<file path="src/rtl/sm83_bus_pkg.sv">
// sm83_bus_pkg: shared bus types, register addresses and interrupt bit indices
package sm83_bus_pkg;
  typedef logic [7:0] word_t;
  typedef logic [15:0] adr_t;
  localparam adr_t IF_ADR = 16'hFF0F;
  localparam adr_t IE_ADR = 16'hFFFF;
  localparam int VBLANK = 0;
  localparam int STAT = 1;
  localparam int TIMER = 2;
  localparam int SERIAL = 3;
  localparam int JOYPAD = 4;
endpackage

</file>
<file path="src/rtl/sm83_irq_edge.sv">
// sm83_irq_edge: rising-edge detector with synchronous active-low reset
module sm83_irq_edge #(
  parameter int W = 1
) (
  input  logic         clk,
  input  logic         nreset,
  input  logic [W-1:0] d,
  output logic [W-1:0] rise
);
  logic [W-1:0] d_q, d_d;
  always_comb d_d = d;
  always_ff @(posedge clk)
    if (!nreset) d_q <= '0;
    else d_q <= d_d;
  assign rise = d & ~d_q;
endmodule

</file>
<file path="src/rtl/sm83_irq_ctrl.sv">
// sm83_irq_ctrl: IF/IE interrupt controller and bus responder for the sm83 core
module sm83_irq_ctrl
  import sm83_bus_pkg::*;
#(
  parameter int   NUM_SRC = 5,
  parameter adr_t IF_ADR  = sm83_bus_pkg::IF_ADR,
  parameter adr_t IE_ADR  = sm83_bus_pkg::IE_ADR
) (
  input  logic               clk,
  input  logic               nreset,
  input  logic [15:0]        adr,
  input  logic [7:0]         wdata,
  output logic [7:0]         rdata,
  output logic               rdata_oe,
  input  logic               p_rd,
  input  logic               p_wr,
  input  logic [NUM_SRC-1:0] src,
  output logic [7:0]         irq,
  input  logic [7:0]         iack
);
  logic [NUM_SRC-1:0] if_q, if_d, src_rise;
  word_t              ie_q, ie_d, if_rd;
  logic               wr_stb, hit_if, hit_ie, wr_if, wr_ie;
  logic               unused_iack;
  sm83_irq_edge #(.W(NUM_SRC)) u_src_edge (
    .clk(clk), .nreset(nreset), .d(src), .rise(src_rise)
  );
  sm83_irq_edge #(.W(1)) u_wr_edge (
    .clk(clk), .nreset(nreset), .d(p_wr), .rise(wr_stb)
  );
  assign unused_iack = ^(iack >> NUM_SRC);
  // a new edge outranks both the acknowledge and a write-clear
  always_comb begin
    hit_if = adr == IF_ADR;
    hit_ie = adr == IE_ADR;
    wr_if = wr_stb & hit_if;
    wr_ie = wr_stb & hit_ie;
    if_d = ((wr_if ? wdata[NUM_SRC-1:0] : if_q) & ~iack[NUM_SRC-1:0]) | src_rise;
    ie_d = wr_ie ? wdata : ie_q;
    if_rd = '1;
    if_rd[NUM_SRC-1:0] = if_q;
    rdata = hit_if ? if_rd : hit_ie ? ie_q : 8'hFF;
    rdata_oe = p_rd & (hit_if | hit_ie);
    irq = 8'(if_q & ie_q[NUM_SRC-1:0]);
  end
  always_ff @(posedge clk)
    if (!nreset) begin
      if_q <= '0;
      ie_q <= '0;
    end else begin
      if_q <= if_d;
      ie_q <= ie_d;
    end
endmodule

</file>
<file path="config.mk">
export PLATFORM = sky130hd
export DESIGN_NAME = sm83_irq_ctrl
export DESIGN_NICKNAME = d
export VERILOG_FILES = /design/src/rtl/sm83_bus_pkg.sv /design/src/rtl/sm83_irq_edge.sv /design/src/rtl/sm83_irq_ctrl.sv
export SDC_FILE = /design/constraint.sdc
export NUM_CORES = 1
export LEC_CHECK = 0
export ABC_AREA = 1
export BUFFER_PORTS_ARGS = -buffer_cell sky130_fd_sc_hd__buf_2
export CAP_MARGIN = 40
export CORE_ASPECT_RATIO = 2
export CORE_MARGIN = 2
export CORE_UTILIZATION = 40
export CTS_CLUSTER_DIAMETER = 40
export DETAILED_ROUTE_END_ITERATION = 12
export PLACE_DENSITY = 0.76
export SLEW_MARGIN = 20
export SYNTH_ARGS = -nofsm -noshare
export SYNTH_HDL_FRONTEND = slang
export SYNTH_HIERARCHICAL = 1
export SYNTH_SLANG_ARGS = --single-unit
</file>
<file path="constraint.sdc">
create_clock -name clk -period 2.09 [get_ports clk]
set_input_delay 0.418 -clock clk [delete_from_list [all_inputs] [get_ports clk]]
set_output_delay 0.418 -clock clk [all_outputs]
set_load 0.05 [all_outputs]
</file>
==> flow_summary_export.csv, run 1 <==
group,metric,value,unit
synthesis,ys_types,22,
synthesis,syn_area_per_cell,6.55,µm²
detailed_routing,drt-wirelength-per-cell,9.56,µm
sta,slew_viol_final,0,
worst_setup_path,crit_family,"simple AND/OR/NAND/NOR gates",
finish,post-route-util,0.552,
clock_tree,clk_pin_slew_worst_paths,0.07,ns
detailed_routing,num_vias,1118,
clock_tree,cts_tree,"done",
finish,layout_commonest_cell,"buf_2",
sta,setup_violations,0,
pwr,irDropWorstVdd,381,µV
clock_tree,clockBufferDepth,2,
global_route,gr-usage-all-layers,0.171,
synthesis,synth_area,1080,µm²
finish,areaGrowthSynthToFinish,31.1,%
global_route,grt_max_degree,16,
clock_tree,clk_latency,0.26,ns
worst_setup_path,cp_slowest_cell,"buf_2",
pwr,switchingPower,189,µW
synthesis,seq_area_frac_synth,0.352,
place,dp_hpwl,1920,µm
pwr,pwr-share-comb,0.142,
synthesis,synth_seq_cells,19,
detailed_routing,antenna_left,0,
pwr,internal-power,553,µW
finish,mostFrequentLayoutCells,"51 x buf_2, 40 x inv_1, 23 x nand2_1, 23 x nor2_1, 19 x dfxtp_1",
global_route,antenna_found_initial,0,
worst_setup_path,cp_data_required_time,1.67,ns
floorplanning,ios,58,
sta,period_share,0.923,
place,gp_congestion,0.755,
sta,hold_viol,0,
worst_setup_path,arrival,1.51,ns
clock_tree,root_buffer,"clkbuf_8",
sta,final.min_clock_period,1.93,ns
worst_setup_path,crit_chain,"buf_2, nand2_1, inv_1, nand2_2, nor2_4, nand4_4, o21ai_0, o21ai_1, buf_2",
detailed_routing,drt_iter0_drc,33,
worst_setup_path,max_stage_delay,0.22,ns
detailed_routing,dr.pass1.iters,4,
synthesis,synth_cells,165,
worst_setup_path,worstSetupPathType,"in2out",
worst_setup_path,worst_setup_path_start_kind,"input port",
detailed_routing,drt-vias-per-instance,4.51,
global_route,grt.overflow.total,0,
floorplanning,die_h,77.5,µm
run,maxCapViolations,0,
detailed_routing,routed_wl,2370,µm
detailed_routing,drc,0,
worst_setup_path,cp.buffers_inverters,3,
floorplanning,die_area,3160,µm²
finish,num_antenna_cells,0,
clock_tree,numCtsBuffers,3,
floorplanning,row_count,26,
worst_hold_path,min_from,"src[1]",
pwr,powerDensity,524,nW/µm²
clock_tree,cts-htree-levels,1,
global_route,grt_pass1_wl,3810,µm
worst_setup_path,critical_path_cell_count,9,
worst_setup_path,crit_path_frequent_cell,"buf_2",
finish,fin_nets,262,
pwr,switching_share,0.254,
finish,drive_gt1_frac,0.327,
pwr,p_leak,0.806,nW
sta,max_freq,519,MHz
pwr,p_seq_frac,0.511,
clock_tree,cts.sinks,19,
status,status,"finished clean",
sta,rsz0062_at_grt,"no",
worst_hold_path,hold-path-cell-count,3,
worst_setup_path,crit-reg2reg-launch,"u_wr_edge/d_q",
worst_setup_path,crit_start,"adr[13]",
pwr,power_frac_clock,0.348,
sta,fin_skew,0.00142,ns
sta,whs,0.345,ns
synthesis,yosysWarnings,6,
worst_setup_path,worst-r2r-cell-count,4,
clock_tree,cts_setup_buffers,0,
global_route,grt_pass1_vias,1007,
place,io_buffers,51,
floorplanning,initial_core_util,0.421,
worst_setup_path,worstPathMaxFanout,9,
floorplanning,die_w,40.8,µm
worst_setup_path,end_kind,"output port",
floorplanning,core,2570,µm²
worst_setup_path,ff2ff_setup_slack,0.92,ns
worst_hold_path,holdCritPathClass,"in2reg",
[registers in the layout, indices dropped and copies added, names as in the netlist]
name	count
u_wr_edge/d_q	1
u_src_edge/d_q	5
if_q	5
ie_q	8
[per-layer routing]
metal	wire (µm)	track usage	vias up
met3	109	0.0171	5
met5	0	0	-
met4	68	0.107	0
met2	1360	0.311	35
met1	838	0.156	473
li1	-	-	605
[cell type report]
type | instances | area, µm²
Inverter | 43 | 166
Multi-Input combinational cell | 101 | 520
Fill cell | 274 | 1150
Timing Repair Buffer | 53 | 270
Clock buffer | 4 | 45.0
Tap cell | 28 | 35.0
Sequential cell | 19 | 380
[Yosys cell counts, drive strengths merged]
| cell type | number | area share |
|---|---|---|
| a21boi | 1 | 0.0069 |
| a21oi | 5 | 0.023 |
| buf | 4 | 0.025 |
| clkinv | 1 | 0.0081 |
| conb | 1 | 0.0035 |
| dfxtp | 19 | 0.35 |
| inv | 42 | 0.15 |
| nand2 | 27 | 0.10 |
| nand3 | 7 | 0.042 |
| nand4 | 9 | 0.066 |
| nor2 | 27 | 0.12 |
| nor3 | 1 | 0.0093 |
| o21ai | 18 | 0.083 |
| or2 | 3 | 0.017 |
[stage by stage]
stage | TNS [ns] | area (µm²) | power [mW] | instances | worst slack [ns]
2_1_floorplan | -0.328 | 1090 | 0.448 | 167 | -0.0656
3_3_place_gp | 0 | 1370 | 0.491 | 244 | 0.115
3_5_place_dp | 0 | 1370 | 0.493 | 244 | 0.0392
4_1_cts | 0 | 1420 | 0.747 | 248 | 0.0300
5_1_grt | 0 | 1420 | 0.784 | 248 | 0.0295
6_report | 0 | 1420 | 0.742 | 248 | 0.162
[worst register-to-register path, stage by stage (launching register included)]
cell and delay [ns]:
dfxtp_1 0.31, nor2_2 0.30, nand2_2 0.21, o21ai_0 0.19, nor2_1 0.06
[cell families (layout without fill, tap and decap cells)]
kind of cell / after synthesis / in the layout / synth area share
simple gates: 74 / 74 / 0.352
buf+inv: 47 / 100 / 0.179
compound gates: 24 / 24 / 0.113
flops: 19 / 19 / 0.352
other cells: 1 / 3 / 0.00347
[power by group through the flow]
stage	Combinational, mW	Sequential, mW	Clock, mW
after detailed placement	0.105	0.387	0
after CTS	0.106	0.379	0.263
after global routing	0.120	0.380	0.283
final	0.105	0.379	0.258
after floorplan	0.0615	0.387	0
after global placement	0.104	0.387	0
[worst paths after layout]
| path | end |
|---|---|
| setup / recovery | rdata[3] |
| hold / removal | u_src_edge/d_q[1] |
| setup reg to reg | ie_q[0] |
| hold reg to reg | ie_q[7] |
[repair_timing]
item,4_1_cts,5_1_grt
resized for setup,0,1
endpoints found under the setup margin,0,6
hold buffers,0,0
Note: power is estimated with default switching activity, not from simulation.
==> inputs of run 2 (changes only) <==
--- a/config.mk
+++ b/config.mk
@@ -5,15 +5,13 @@
 export SDC_FILE = /design/constraint.sdc
 export NUM_CORES = 1
 export LEC_CHECK = 0
-export ABC_AREA = 1
 export BUFFER_PORTS_ARGS = -buffer_cell sky130_fd_sc_hd__buf_2
 export CAP_MARGIN = 40
-export CORE_ASPECT_RATIO = 2
 export CORE_MARGIN = 2
-export CORE_UTILIZATION = 40
+export CORE_UTILIZATION = 46
 export CTS_CLUSTER_DIAMETER = 40
 export DETAILED_ROUTE_END_ITERATION = 12
-export PLACE_DENSITY = 0.76
+export PLACE_DENSITY = 0.87
 export SLEW_MARGIN = 20
 export SYNTH_ARGS = -nofsm -noshare
 export SYNTH_HDL_FRONTEND = slang
==> run 2 against run 1 <==
Against the previous run:
- highest routed layer unchanged
- register-to-register slack got worse by 0.30 ns
- largest power group unchanged
- critical path type unchanged
- die area decreased by 19%
- setup slack got worse by 0.16 ns
- routed wire length increased by 5.3%
==> flow_summary_export.csv, run 2 <==
group,metric,value,unit
sta,hold_viol,0,
global_route,grt_use_met2,0.373,
global_route,gr-usage-met1,0.249,
floorplanning,row_count,16,
worst_setup_path,cp_data_required_time,1.67,ns
place,gp_congestion,0.800,
sta,setup_violations,0,
place,dpl_cell_area,1290,µm²
synthesis,syn_area_per_cell,8.61,µm²
global_route,grt_pass1_vias,977,
synthesis,muxShareOfSynthArea,0,
sta,whs,0.333,ns
sta,slew_viol_final,0,
global_route,grt_use_met3,0.0357,
clock_tree,cts-htree-levels,1,
detailed_routing,dr.pass1.iters,4,
pwr,powerDensity,483,nW/µm²
run,maxCapViolations,0,
finish,multi_input_area,574,µm²
worst_setup_path,crit-reg2reg-launch,"u_wr_edge/d_q",
pwr,pwr-share-comb,0.147,
finish,drive_gt1_frac,0.399,
floorplanning,die_h,50.6,µm
clock_tree,clk_pin_slew_worst_paths,0.11,ns
worst_hold_path,min_from,"src[0]",
pwr,irDropWorstVdd,548,µV
detailed_routing,drt_iter0_drc,18,
sta,finalWorstSetupSlack,0.00323,ns
pwr,internal-power,497,µW
place,dp_hpwl,1920,µm
worst_setup_path,worst_setup_path_start_kind,"input port",
finish,mostFrequentLayoutCells,"44 x buf_2, 19 x dfxtp_1, 14 x nand3_1, 11 x and2_1",
global_route,grt_pass1_wl,4080,µm
finish,largestRegisters,"ie_q: 8 flops, if_q: 5 flops, u_src_edge/d_q: 5 flops",
global_route,grt_max_degree,30,
synthesis,synth_cells,116,
synthesis,yosys-top-cells-count,"19 x dfxtp_1, 14 x nand3_1, 11 x and2_1",
finish,nFillCells,192,
synthesis,yosys_most_used_dff,"dfxtp_1",
clock_tree,cts_hold_buf,0,
finish,largest_register_ffs,8,
sta,max_freq,479,MHz
detailed_routing,num_vias,1009,
worst_hold_path,hold-path-cell-count,2,
synthesis,synth_xor_area_frac,0,
detailed_routing,drt-wirelength-per-cell,12.8,µm
detailed_routing,antenna_left,0,
global_route,gr-usage-all-layers,0.203,
worst_setup_path,worstSetupPathType,"in2out",
worst_setup_path,crit_start,"adr[7]",
clock_tree,cts_tree,"done",
clock_tree,root_buffer,"clkbuf_4",
worst_setup_path,worst-r2r-cell-count,4,
synthesis,yosysWarnings,6,
sta,tns,0,ns
worst_hold_path,holdCritPathClass,"in2reg",
sta,period_share,0.998,
synthesis,netlist_top_cells_area,"dfxtp_1 38%, nand3_1 7.0%, and2_1 6.9%, a21boi_0 6.0%, and4_1 4.4%",
detailed_routing,drc,0,
pwr,switchingPower,167,µW
finish,num_antenna_cells,0,
synthesis,synth_top_family_by_area,"simple AND/OR/NAND/NOR gates",
pwr,p_leak,0.607,nW
synthesis,synthSimpleGateAreaFrac,0.298,
global_route,antenna_found_initial,0,
floorplanning,die_w,50.6,µm
synthesis,synth.most_common_cell,"dfxtp_1",
floorplanning,initial_core_util,0.499,
global_route,grt.overflow.total,0,
sta,rsz0062_at_grt,"yes",
synthesis,seq_area_frac_synth,0.381,
clock_tree,clockBufferDepth,2,
synthesis,synth_compound_area_frac,0.239,
pwr,power_frac_clock,0.275,
synthesis,synth_fa_ha_area_frac,0,
finish,top_register,"ie_q",
finish,layout_commonest_cell,"buf_2",
finish,fin_nets,210,
finish,fin_area,1370,µm²
place,io_buffers,51,
pwr,switching_share,0.251,
synthesis,synth_area,998,µm²
detailed_routing,routed_wl,2500,µm
pwr,p_seq_frac,0.577,
synthesis,synthArstFlopShare,0,
synthesis,synth_enable_flop_cells,0,
synthesis,ys_types,23,
synthesis,synth_top_cell_area_share,0.381,
global_route,grt_busiest_layer,"met2",
floorplanning,ios,58,
synthesis,synth_area_leader_cell,"dfxtp_1",
floorplanning,die_area,2560,µm²
clock_tree,clk_latency,0.29,ns
worst_setup_path,worstPathMaxFanout,6,
sta,final.min_clock_period,2.09,ns
clock_tree,cts.sinks,19,
floorplanning,core,2000,µm²
worst_setup_path,end_kind,"output port",
place,place_ws,-0.224,ns
status,status,"finished clean",
finish,areaGrowthSynthToFinish,37.6,%
detailed_routing,drt-vias-per-instance,5.17,
synthesis,synth_seq_cells,19,
finish,register_area,380,µm²
worst_setup_path,arrival,1.67,ns
clock_tree,numCtsBuffers,3,
sta,fin_skew,0.00236,ns
-- run 2: logic make-up after synthesis --
| family | count (synthesis) |
|---|---|
| AOI/OAI and AO/OA | 32 |
| buffers and inverters | 16 |
| DFF | 19 |
| other | 1 |
| and+or+nand+nor | 48 |
-- run 2: path summary, 6_finish.rpt --
check / to / slack (ns)
worst min register to register: ie_q[7] / 0.51
worst min-delay path: u_src_edge/d_q[0] / 0.33
worst max-delay path: rdata[1] / 0.003
worst max register to register: if_q[1] / 0.62
-- run 2: per-layer routing --
layer,part of all wire,routed length (µm)
met1,0.44,1110
met2,0.50,1250
met3,0.048,120
met4,0.0068,17
met5,0,0
-- run 2: what timing repair did --
item	4_1_cts	5_1_grt
pin swaps	7	2
gates resized for setup	16	1
setup endpoints to repair	6	6
gates cloned	0	0
buffers inserted	0	0
-- run 2: metrics by stage --
step	total power, mW	utilization	instances
4_1_cts	0.664	0.682	195
2_1_floorplan	0.442	-	118
3_3_place_gp	0.481	0.644	191
5_1_grt	0.694	0.686	195
6_report	0.664	0.686	195
3_5_place_dp	0.486	0.644	191
-- run 2: critical path: stages --
cell and delay [ns]:
buf_6 0.09, or4_4 0.52, or2_4 0.28, o22a_1 0.19, buf_6 0.16
-- run 2: power by group through the flow --
stage	Clock [mW]	Combinational [mW]	Sequential (mW)
global route	0.201	0.108	0.385
detailed placement	0	0.0944	0.392
global placement	0	0.0905	0.391
floorplan	0	0.0532	0.389
finish	0.183	0.0979	0.383
CTS	0.184	0.0968	0.383
-- run 2: cell type report --
| type | count | area share |
|---|---|---|
| multi-input cells | 83 | 0.418 |
| flip-flops and latches | 19 | 0.277 |
| well taps | 27 | 0.0246 |
| clock buffers | 4 | 0.0191 |
| inverters | 6 | 0.0164 |
| repair buffers | 56 | 0.245 |
==> inputs of run 3 (changes only) <==
--- a/config.mk
+++ b/config.mk
@@ -11,7 +11,7 @@
 export CORE_UTILIZATION = 46
 export CTS_CLUSTER_DIAMETER = 40
 export DETAILED_ROUTE_END_ITERATION = 12
-export PLACE_DENSITY = 0.87
+export PLACE_DENSITY_LB_ADDON = 0.15
 export SLEW_MARGIN = 20
 export SYNTH_ARGS = -nofsm -noshare
 export SYNTH_HDL_FRONTEND = slang
==> run 3 against run 2 <==
Against the previous run:
- the flow now finishes with violations (setup timing)
- non-clock buffer count grew 1
- setup slack lost 0.016 ns
- utilization is 0.50 points higher
- clock skew increased by 0.00067 ns
- highest routed layer unchanged
==> flow_summary_export.csv, run 3 (synthesized netlist as in run 2, its figures left out) <==
group,metric,value,unit
status,status,"finished with violations",
status,violations,"setup timing",
clock_tree,cts_setup_buffers,0,
clock_tree,cts-htree-levels,1,
sta,max_freq,476,MHz
global_route,grt_pass1_wl,4210,µm
run,maxCapViolations,0,
clock_tree,clockBufferDepth,2,
place,io_buffers,51,
pwr,p_leak,0.617,nW
sta,fin_skew,0.00303,ns
worst_setup_path,crit_start,"adr[7]",
detailed_routing,dr.pass1.iters,4,
pwr,irDropWorstVdd,462,µV
worst_setup_path,ff2ff_setup_slack,0.67,ns
detailed_routing,drt_iter0_drc,20,
finish,fin_nets,211,
sta,tns,-0.0128,ns
detailed_routing,routed_wl,2510,µm
clock_tree,clk_latency,0.30,ns
worst_setup_path,worstPathMaxFanout,6,
worst_hold_path,holdCritPathClass,"in2reg",
detailed_routing,drc,0,
clock_tree,clk_pin_slew_worst_paths,0.11,ns
floorplanning,core,2000,µm²
sta,setup_violations,1,
place,gp_congestion,0.746,
clock_tree,cts_tree,"done",
clock_tree,cts.sinks,19,
worst_setup_path,arrival,1.68,ns
sta,period_share,1.01,
finish,largestRegisters,"ie_q: 8 flops, if_q: 5 flops, u_src_edge/d_q: 5 flops",
floorplanning,row_count,16,
worst_setup_path,cp_data_required_time,1.67,ns
finish,top_register,"ie_q",
sta,final.min_clock_period,2.10,ns
detailed_routing,num_vias,1076,
detailed_routing,drt-wirelength-per-cell,12.8,µm
pwr,powerDensity,481,nW/µm²
floorplanning,ios,58,
sta,slew_viol_final,0,
clock_tree,numCtsBuffers,3,
detailed_routing,drt-vias-per-instance,5.49,
place,place_ws,-0.239,ns
global_route,antenna_found_initial,0,
clock_tree,cts_hold_buf,0,
worst_setup_path,end_kind,"output port",
finish,drive_gt1_frac,0.414,
sta,finalWorstSetupSlack,-0.0128,ns
finish,mostFrequentLayoutCells,"41 x buf_2, 19 x dfxtp_1, 14 x nand3_1, 11 x and2_1, 9 x buf_4",
worst_setup_path,worst_setup_path_start_kind,"input port",
finish,nFillCells,184,
finish,areaGrowthSynthToFinish,38.6,%
global_route,grt_max_degree,30,
global_route,grt.overflow.total,0,
worst_setup_path,reg2reg_to,"if_q[0]",
place,dp_hpwl,1880,µm
global_route,grt_pass1_vias,992,
worst_setup_path,crit-reg2reg-launch,"u_wr_edge/d_q",
floorplanning,die_area,2560,µm²
worst_setup_path,worst-r2r-cell-count,4,
floorplanning,die_w,50.6,µm
pwr,power.total,665,µW
sta,whs,0.325,ns
global_route,gr-usage-all-layers,0.216,
worst_setup_path,critPathCapture,"rdata[0]",
floorplanning,die_h,50.6,µm
worst_setup_path,worstSetupPathType,"in2out",
finish,largest_register_ffs,8,
sta,hold_viol,0,
finish,num_antenna_cells,0,
floorplanning,initial_core_util,0.499,
clock_tree,root_buffer,"clkbuf_4",
finish,layout_commonest_cell,"buf_2",
sta,rsz0062_at_grt,"yes",
detailed_routing,antenna_left,0,
[run 3: layer usage]
| metal | GRT usage | up-vias | part of all wire |
|---|---|---|---|
| met5 | 0 | - | 0 |
| met4 | 0.0991 | 0 | 0.022 |
| met3 | 0.0298 | 6 | 0.068 |
| met2 | 0.390 | 49 | 0.51 |
| met1 | 0.248 | 497 | 0.40 |
| li1 | - | 524 | - |
[run 3: metrics by stage]
step	cells	util	instance area, µm²
2_1_floorplan	118	-	1020
3_3_place_gp	192	0.648	1300
3_5_place_dp	192	0.648	1300
4_1_cts	196	0.686	1370
5_1_grt	196	0.691	1380
6_report	196	0.691	1380
[run 3: critical path, stage by stage]
cell	delay [ns]
buf_6	0.09
or4_4	0.53
or2_4	0.28
o22a_1	0.20
buf_6	0.16
[run 3: what timing repair did]
item | in CTS | in global routing
endpoints found under the setup margin | 6 | 9
pin swaps | 7 | 3
gates resized for setup | 16 | 7
[run 3: how the worst min path moves through the flow]
stage / to / slack [ns] / start / cells past startpoint
CTS: u_src_edge/d_q[3] / 0.32 / src[3] / 2
global placement: ie_q[7] / 0.46 / ie_q[7] / 2
global route: u_src_edge/d_q[3] / 0.32 / src[3] / 2
floorplan: ie_q[5] / 0.45 / ie_q[5] / 2
finish: u_src_edge/d_q[3] / 0.33 / src[3] / 2
detailed placement: ie_q[7] / 0.48 / ie_q[7] / 2
[run 3: power breakdown]
group	switching, mW	internal [mW]	total, mW
Sequential	0.00775	0.375	0.383
Clock	0.112	0.0713	0.183
Combinational	0.0500	0.0488	0.0988
Total	0.170	0.495	0.665
[run 3: final cells by class]
type	instances	area, µm²	share of cell area
Sequential cell	19	380	0.275
Inverter	6	22.5	0.0163
Clock inverter	1	5.00	0.00362
Clock buffer	3	22.5	0.0163
Multi-Input combinational cell	83	568	0.410
Timing Repair Buffer	57	352	0.254
Tap cell	27	33.8	0.0244
